===== src/rtl/cs_pkg.sv =====
// cs_pkg
// Shared constants and types for the smoothing-core feeder.
// - N_WIN_DEF : default window length of the attached smoothing core
// - SAMP_W    : sample width presented to the core
// - RES_W     : result width returned by the core
// - state_t   : feeder sequencer states
package cs_pkg;

  localparam int N_WIN_DEF = 9;
  localparam int SAMP_W    = 8;
  localparam int RES_W     = 10;

  typedef enum logic [1:0] {
    ST_IDLE,
    ST_RUN,
    ST_DRAIN,
    ST_DONE
  } state_t;

endpackage


===== src/rtl/cs_feeder_if.sv =====
// cs_feeder_if
// Bundles the sample-RAM read port, the smoothing-core port and the
// result-RAM write port that the feeder drives.
// - src_rd/src_addr/src_data : sample RAM read (data sampled with the strobe)
// - core_rst/x/y             : window clear, sample out, result in
// - res_wr/res_addr/res_data : result RAM write
// Modports: master = feeder side, slave = memories/core side.
interface cs_feeder_if #(
  parameter int AW = 6
);

  logic                     src_rd;
  logic [AW-1:0]            src_addr;
  logic [cs_pkg::SAMP_W-1:0] src_data;
  logic                     core_rst;
  logic [cs_pkg::SAMP_W-1:0] x;
  logic [cs_pkg::RES_W-1:0]  y;
  logic                     res_wr;
  logic [AW-1:0]            res_addr;
  logic [cs_pkg::RES_W-1:0]  res_data;

  modport master (
    output src_rd, src_addr, core_rst, x, res_wr, res_addr, res_data,
    input  src_data, y
  );

  modport slave (
    input  src_rd, src_addr, core_rst, x, res_wr, res_addr, res_data,
    output src_data, y
  );

endinterface


===== src/rtl/cs_tag_delay.sv =====
// cs_tag_delay
// Shift register carrying a {valid, index} tag alongside each sample so the
// tag lines up with the core's result after LAT cycles.
// - clk/reset : clock and synchronous clear (drops all pending tags)
// - i_valid/i_idx : tag entering with the sample on x
// - o_valid/o_idx : tag aligned with the core output y
module cs_tag_delay #(
  parameter int LAT = 1,
  parameter int AW  = 6
) (
  input  logic          clk,
  input  logic          reset,
  input  logic          i_valid,
  input  logic [AW-1:0] i_idx,
  output logic          o_valid,
  output logic [AW-1:0] o_idx
);

  generate
    if (LAT == 0) begin : g_bypass
      assign o_valid = i_valid;
      assign o_idx   = i_idx;
    end else begin : g_shift
      logic          r_valid [LAT];
      logic [AW-1:0] r_idx   [LAT];

      // Tag pipeline: stage 0 takes the new tag, later stages shift along;
      // a clear empties every stage so no stale write can surface.
      always_ff @(posedge clk) begin
        if (reset) begin
          for (int k = 0; k < LAT; k++) begin
            r_valid[k] <= 1'b0;
            r_idx[k]   <= '0;
          end
        end else begin
          r_valid[0] <= i_valid;
          r_idx[0]   <= i_idx;
          for (int k = 1; k < LAT; k++) begin
            r_valid[k] <= r_valid[k-1];
            r_idx[k]   <= r_idx[k-1];
          end
        end
      end

      assign o_valid = r_valid[LAT-1];
      assign o_idx   = r_idx[LAT-1];
    end
  endgenerate

endmodule


===== src/rtl/cs_feeder.sv =====
// cs_feeder
// Streams DEPTH samples from the sample RAM into a sliding-window smoothing
// core and stores every full-window result into the result RAM.
// - clk     : rising-edge clock
// - reset   : synchronous active-high reset
// - i_start : run request, honoured only while idle
// - o_busy  : run in progress (reading or waiting for the last result)
// - o_done  : one-cycle pulse after the last result write
// - bus     : sample RAM read, core and result RAM write signals
module cs_feeder
  import cs_pkg::*;
#(
  parameter int N_WIN    = N_WIN_DEF,
  parameter int DEPTH    = 64,
  parameter int AW       = 6,
  parameter int CORE_LAT = 1
) (
  input  logic       clk,
  input  logic       reset,
  input  logic       i_start,
  output logic       o_busy,
  output logic       o_done,
  cs_feeder_if.master bus
);

  generate
    if (DEPTH < N_WIN) begin : g_badDepth
      $error("cs_feeder: DEPTH must be at least N_WIN");
    end
    if ((2 ** AW) < DEPTH) begin : g_badAw
      $error("cs_feeder: AW too narrow for DEPTH");
    end
  endgenerate

  localparam logic [AW-1:0] LAST_IDX  = AW'(DEPTH - 1);
  localparam logic [AW-1:0] FIRST_IDX = AW'(N_WIN - 1);
  localparam logic [AW-1:0] LAST_ADDR = AW'(DEPTH - N_WIN);

  state_t              r_state;
  state_t              w_stateNext;
  logic [AW-1:0]       r_readCnt;
  logic                r_coreRst;
  logic [SAMP_W-1:0]   r_x;
  logic                r_tagValid;
  logic [AW-1:0]       r_tagIdx;
  logic                w_dlyValid;
  logic [AW-1:0]       w_dlyIdx;
  logic                w_resHit;
  logic                r_resWr;
  logic [AW-1:0]       r_resAddr;
  logic [RES_W-1:0]    r_resData;
  logic                w_lastRead;
  logic                w_lastWrite;

  assign w_lastRead  = (r_readCnt == LAST_IDX);
  assign w_lastWrite = r_resWr && (r_resAddr == LAST_ADDR);
  // Only indices whose window is fully populated produce a result.
  assign w_resHit    = w_dlyValid && (w_dlyIdx >= FIRST_IDX);

  // Next-state logic: RUN ends after the last address is issued, DRAIN ends
  // once the result for the final sample has been written.
  always_comb begin
    w_stateNext = r_state;
    case (r_state)
      ST_IDLE:  if (i_start)     w_stateNext = ST_RUN;
      ST_RUN:   if (w_lastRead)  w_stateNext = ST_DRAIN;
      ST_DRAIN: if (w_lastWrite) w_stateNext = ST_DONE;
      ST_DONE:                   w_stateNext = ST_IDLE;
      default:                   w_stateNext = ST_IDLE;
    endcase
  end

  // State register.
  always_ff @(posedge clk) begin
    if (reset) r_state <= ST_IDLE;
    else       r_state <= w_stateNext;
  end

  // Read counter advances once per read; it rests at zero outside RUN so a
  // new run always starts from address 0.
  always_ff @(posedge clk) begin
    if (reset || (r_state != ST_RUN)) begin
      r_readCnt <= '0;
    end else if (!w_lastRead) begin
      r_readCnt <= r_readCnt + AW'(1);
    end
  end

  // Datapath: window clear on run start, sample capture with its tag, and
  // the registered result write.
  always_ff @(posedge clk) begin
    if (reset) begin
      r_coreRst  <= 1'b0;
      r_x        <= '0;
      r_tagValid <= 1'b0;
      r_tagIdx   <= '0;
      r_resWr    <= 1'b0;
      r_resAddr  <= '0;
      r_resData  <= '0;
    end else begin
      r_coreRst  <= (r_state == ST_IDLE) && i_start;
      r_tagValid <= bus.src_rd;
      if (bus.src_rd) begin
        r_x      <= bus.src_data;
        r_tagIdx <= r_readCnt;
      end
      r_resWr <= w_resHit;
      if (w_resHit) begin
        r_resAddr <= w_dlyIdx - FIRST_IDX;
        r_resData <= bus.y;
      end
    end
  end

  cs_tag_delay #(
    .LAT (CORE_LAT),
    .AW  (AW)
  ) u_tagDelay (
    .clk     (clk),
    .reset   (reset),
    .i_valid (r_tagValid),
    .i_idx   (r_tagIdx),
    .o_valid (w_dlyValid),
    .o_idx   (w_dlyIdx)
  );

  assign bus.src_rd   = (r_state == ST_RUN);
  assign bus.src_addr = r_readCnt;
  assign bus.core_rst = r_coreRst;
  assign bus.x        = r_x;
  assign bus.res_wr   = r_resWr;
  assign bus.res_addr = r_resAddr;
  assign bus.res_data = r_resData;
  assign o_busy       = (r_state == ST_RUN) || (r_state == ST_DRAIN);
  assign o_done       = (r_state == ST_DONE);

endmodule


===== src/flat_wrapper.sv =====
// flat-port wrapper written by rule: the top's interface ports become plain ports
module cs_feeder_flat import cs_pkg::*;
#(
  parameter int N_WIN    = N_WIN_DEF,
  parameter int DEPTH    = 64,
  parameter int AW       = 6,
  parameter int CORE_LAT = 1
)
  (clk, reset, i_start, o_busy, o_done, bus_src_rd, bus_src_addr, bus_core_rst, bus_x, bus_res_wr, bus_res_addr, bus_res_data, bus_src_data, bus_y);
  cs_feeder_if #(.AW(AW)) bus_i ();
  input  logic clk;
  input  logic reset;
  input  logic i_start;
  output logic o_busy;
  output logic o_done;
  output wire logic [$bits(bus_i.src_rd)-1:0] bus_src_rd;
  output wire logic [$bits(bus_i.src_addr)-1:0] bus_src_addr;
  output wire logic [$bits(bus_i.core_rst)-1:0] bus_core_rst;
  output wire logic [$bits(bus_i.x)-1:0] bus_x;
  output wire logic [$bits(bus_i.res_wr)-1:0] bus_res_wr;
  output wire logic [$bits(bus_i.res_addr)-1:0] bus_res_addr;
  output wire logic [$bits(bus_i.res_data)-1:0] bus_res_data;
  input wire logic [$bits(bus_i.src_data)-1:0] bus_src_data;
  input wire logic [$bits(bus_i.y)-1:0] bus_y;
  assign bus_src_rd = bus_i.src_rd;
  assign bus_src_addr = bus_i.src_addr;
  assign bus_core_rst = bus_i.core_rst;
  assign bus_x = bus_i.x;
  assign bus_res_wr = bus_i.res_wr;
  assign bus_res_addr = bus_i.res_addr;
  assign bus_res_data = bus_i.res_data;
  assign bus_i.src_data = bus_src_data;
  assign bus_i.y = bus_y;
  cs_feeder #(.N_WIN(N_WIN), .DEPTH(DEPTH), .AW(AW), .CORE_LAT(CORE_LAT)) u_core (.clk(clk), .reset(reset), .i_start(i_start), .o_busy(o_busy), .o_done(o_done), .bus(bus_i));
endmodule

===== config.mk =====
export PLATFORM = sky130hd
export DESIGN_NAME = cs_feeder_flat
export DESIGN_NICKNAME = d
export VERILOG_FILES = /design/src/rtl/cs_pkg.sv /design/src/rtl/cs_feeder_if.sv /design/src/rtl/cs_tag_delay.sv /design/src/rtl/cs_feeder.sv /design/src/flat_wrapper.sv
export SDC_FILE = /design/constraint.sdc
export NUM_CORES = 1
export LEC_CHECK = 0
export CORE_AREA = 5 5 77 79
export CTS_CLUSTER_SIZE = 20
export DETAILED_ROUTE_END_ITERATION = 12
export DIE_AREA = 0 0 82 84
export DONT_BUFFER_PORTS = 1
export HOLD_SLACK_MARGIN = 0.1
export PLACE_DENSITY_LB_ADDON = 0.3
export SLEW_MARGIN = 25
export SYNTH_ARGS = -nofsm -noshare
export SYNTH_HDL_FRONTEND = slang
export SYNTH_SLANG_ARGS = --single-unit

===== constraint.sdc =====
create_clock -name clk -period 1.84 [get_ports clk]
set_input_delay 0.276 -clock clk [delete_from_list [all_inputs] [get_ports clk]]
set_output_delay 0.276 -clock clk [all_outputs]
set_load 0.05 [all_outputs]

==> flow_metrics.env <==
export IMPL_powerDensity_nw_per_um2=1150
export IMPL_fin_setup_tns_ns=0
export IMPL_h_tree_depth=2
export IMPL_postCtsSetupBuffers=0
export IMPL_status="finished, final reports clean"
export IMPL_placed_cells=268
export IMPL_num_nets_final=236
export IMPL_ir_drop_mv=0.448
export IMPL_fp_dieW_um=82
export IMPL_drt_iter0_drc=38
export IMPL_hold_buffers=2
export IMPL_max_freq_mhz=597
export IMPL_slew_limit_headroom=0.556
export IMPL_n_fill_cell=550
export IMPL_setup_viol=0
export IMPL_layout_common_cells="dfxtp_1, nand2_1, nor2_1, a21oi_1, mux2i_1"
export IMPL_final_layout_size_suffix_gt1_frac=0.124
export IMPL_rsz0062_at_grt="false"
export IMPL_cts_buffers=5
export IMPL_drc=0
export IMPL_seqPwrFrac=0.526
export IMPL_hpwlAfterDp_mm=2.54
export IMPL_clk_pin_slew_ns=0.08
export IMPL_p_clk_frac=0.258
export IMPL_ant_nets=0
export IMPL_clkLatencyLatePin_ns=0.29
export IMPL_yosysTopAreaCellShare=0.524
export IMPL_synth_nets=219
export IMPL_worst_pin_slew_ns=0.667
export IMPL_cts_sinks=48
export IMPL_gr_total_overflow=0
export IMPL_cts_root_buf="clkbuf_8"
export IMPL_clockBufferDepth=2
export IMPL_initial_core_util=0.348
export IMPL_design_die_area_um2=6890
export IMPL_crit_path_max_fanout=4
export IMPL_area_growth_synth_to_final_pct=15.8
export IMPL_wirelength_mm=3.75
export IMPL_synth_seq_cells=48
export IMPL_coreArea_um2=5270
export IMPL_grt_max_degree=40
export IMPL_seq_area_frac_synth=0.524
export IMPL_die_height_um=84
export IMPL_synth_warnings=0
export IMPL_p_int_w=0.00162
export IMPL_grt_usage=0.113
export IMPL_antenna_found_initial=0
export IMPL_synth_cell_type_count=29
export IMPL_netlist_instances=191
export IMPL_avgSynthCellArea_um2=9.60
export IMPL_grt_pass1_vias=1214
export IMPL_p_leak_nw=0.781
export IMPL_cp_data_required_time_ns=1.56
export IMPL_maxCapViolCount=0
export IMPL_drtPass1Iterations=4
export IMPL_critPathKind="reg -> out"
export IMPL_pre_cts_ws_ns=0.418
export IMPL_synth_top_cell_by_area="dfxtp_1"
export IMPL_ys_top_cells_by_area="dfxtp_1, mux2i_1, nand2_1"
export IMPL_end_kind="output pin"
export IMPL_instances_no_fill=281
export IMPL_viasPerCell=4.51
export IMPL_gp_congestion=0.742
export IMPL_grt_pass1_wl_mm=5.96
export IMPL_switching_power_w=0.000832
export IMPL_min_period_ns=1.68
export IMPL_post_cts_resized=0
export IMPL_combPwrFrac=0.216
export IMPL_mostFrequentLayoutCell="dfxtp_1"
export IMPL_crit_path_start_kind="flip-flop"
export IMPL_fin_skew_ns=0.00383
export IMPL_cts_tree="built"
export IMPL_p_sw_frac=0.340
export IMPL_arrival_ns=1.40
export IMPL_num_antenna_cells=0
export IMPL_setup_slack_ns=0.165
export IMPL_post_route_period_util=0.910
export IMPL_hold_class="in -> reg"
export IMPL_vias=1268
export IMPL_hold_viol_final=0
export IMPL_power_w=0.00245
export IMPL_fp_row_count=27
export IMPL_ios=56
export IMPL_detail_route_wl_per_cell_um=13.4
export IMPL_syn_area_um2=1830
export IMPL_portBuffers=0
export IMPL_slew_violations=0
[metrics by stage]
step	instance area, um2	hold slack [ns]	utilization
finish	2120	0.110	0.403
floorplan	1830	0.397	-
global route	2120	0.103	0.403
detailed placement	1970	0.351	0.375
CTS	2090	0.101	0.397
global placement	1970	0.351	0.375
[per-layer routing]
metal / vias to the layer above / track usage / wire (um)
met4: 0 / 0.0438 / 55
met1: 550 / 0.139 / 1650
met3: 6 / 0.0626 / 476
met5: - / 0 / 0
met2: 54 / 0.162 / 1570
li1: 658 / - / -
[cell families (layout without fill, tap and decap cells)]
logic type	count (synthesis)	count (layout)	synth area share
buffers and inverters	15	33	0.0457
and+or+nand+nor	74	74	0.180
adders and majority gates	7	7	0.0477
muxes	16	16	0.0873
AOI/OAI and AO/OA	27	27	0.0962
xor gates and xnor gates	4	4	0.0191
DFF	48	48	0.524
[layout make-up]
cell class                      count  area, um2  share of cell area
Sequential cell                    48        961               0.452
Multi-Input combinational cell    128        792               0.373
Timing Repair Buffer               20        173              0.0813
Clock buffer                        8       90.1              0.0424
Tap cell                           72       90.1              0.0424
Inverter                            5       18.8             0.00883
[cell usage after synthesis (all sizes together)]
| master | instances |
|---|---|
| nor2 | 22 |
| xor2 | 1 |
| dfxtp | 48 |
| o31a | 1 |
| mux2i | 16 |
| nand2 | 32 |
| nor3b | 1 |
| and3 | 1 |
| a211oi | 4 |
| nor4b | 1 |
| nand3 | 3 |
| o21bai | 2 |
| a31oi | 1 |
| nor2b | 8 |
| or2 | 1 |
| nand4b | 1 |
| a21oi | 17 |
| o31ai | 1 |
| inv | 5 |
| o21ai | 1 |
| ha | 7 |
| xnor2 | 3 |
| clkbuf | 3 |
| nand2b | 4 |
| buf | 7 |
[power by group through the flow]
stage | sequential (W) | clock (W) | combinational [W]
after floorplan | 0.00133 | 0 | 0.000410
after global placement | 0.00131 | 0 | 0.000499
after detailed placement | 0.00132 | 0 | 0.000503
after CTS | 0.00129 | 0.000664 | 0.000528
after global routing | 0.00130 | 0.000707 | 0.000579
final | 0.00129 | 0.000631 | 0.000529
[final timing paths]
kind	from	cells past startpoint	endpoint	slack, ns
setup / recovery	u_core.r_state[0]	2	o_busy	0.16
hold / removal	bus_y[2]	2	u_core.bus.res_data[2]	0.11
setup reg to reg	u_core.r_state[0]	6	u_core.r_state[0]	0.39
hold reg to reg	u_core.u_tagDelay.g_shift.r_idx[0][2]	2	u_core.bus.res_addr[2]	0.43
[flip-flops by register name, indices dropped and copies added (netlist names)]
name and cells:
u_core.bus.res_data 10, u_core.bus.x 8, u_core.bus.res_addr 6, u_core.bus.src_addr 6, u_core.r_tagIdx 6, u_core.u_tagDelay.g_shift.r_idx 6, u_core.r_state 2, u_core.bus.core_rst 1
u_core.bus.res_wr 1, u_core.r_tagValid 1, u_core.u_tagDelay.g_shift.r_valid 1
[critical path, cell delays in order, from the launching register on]
cell,delay (ns)
dfxtp_1,0.40
inv_1,0.10
ha_1,0.60
No activity file was read; power rests on OpenSTA's default activity.
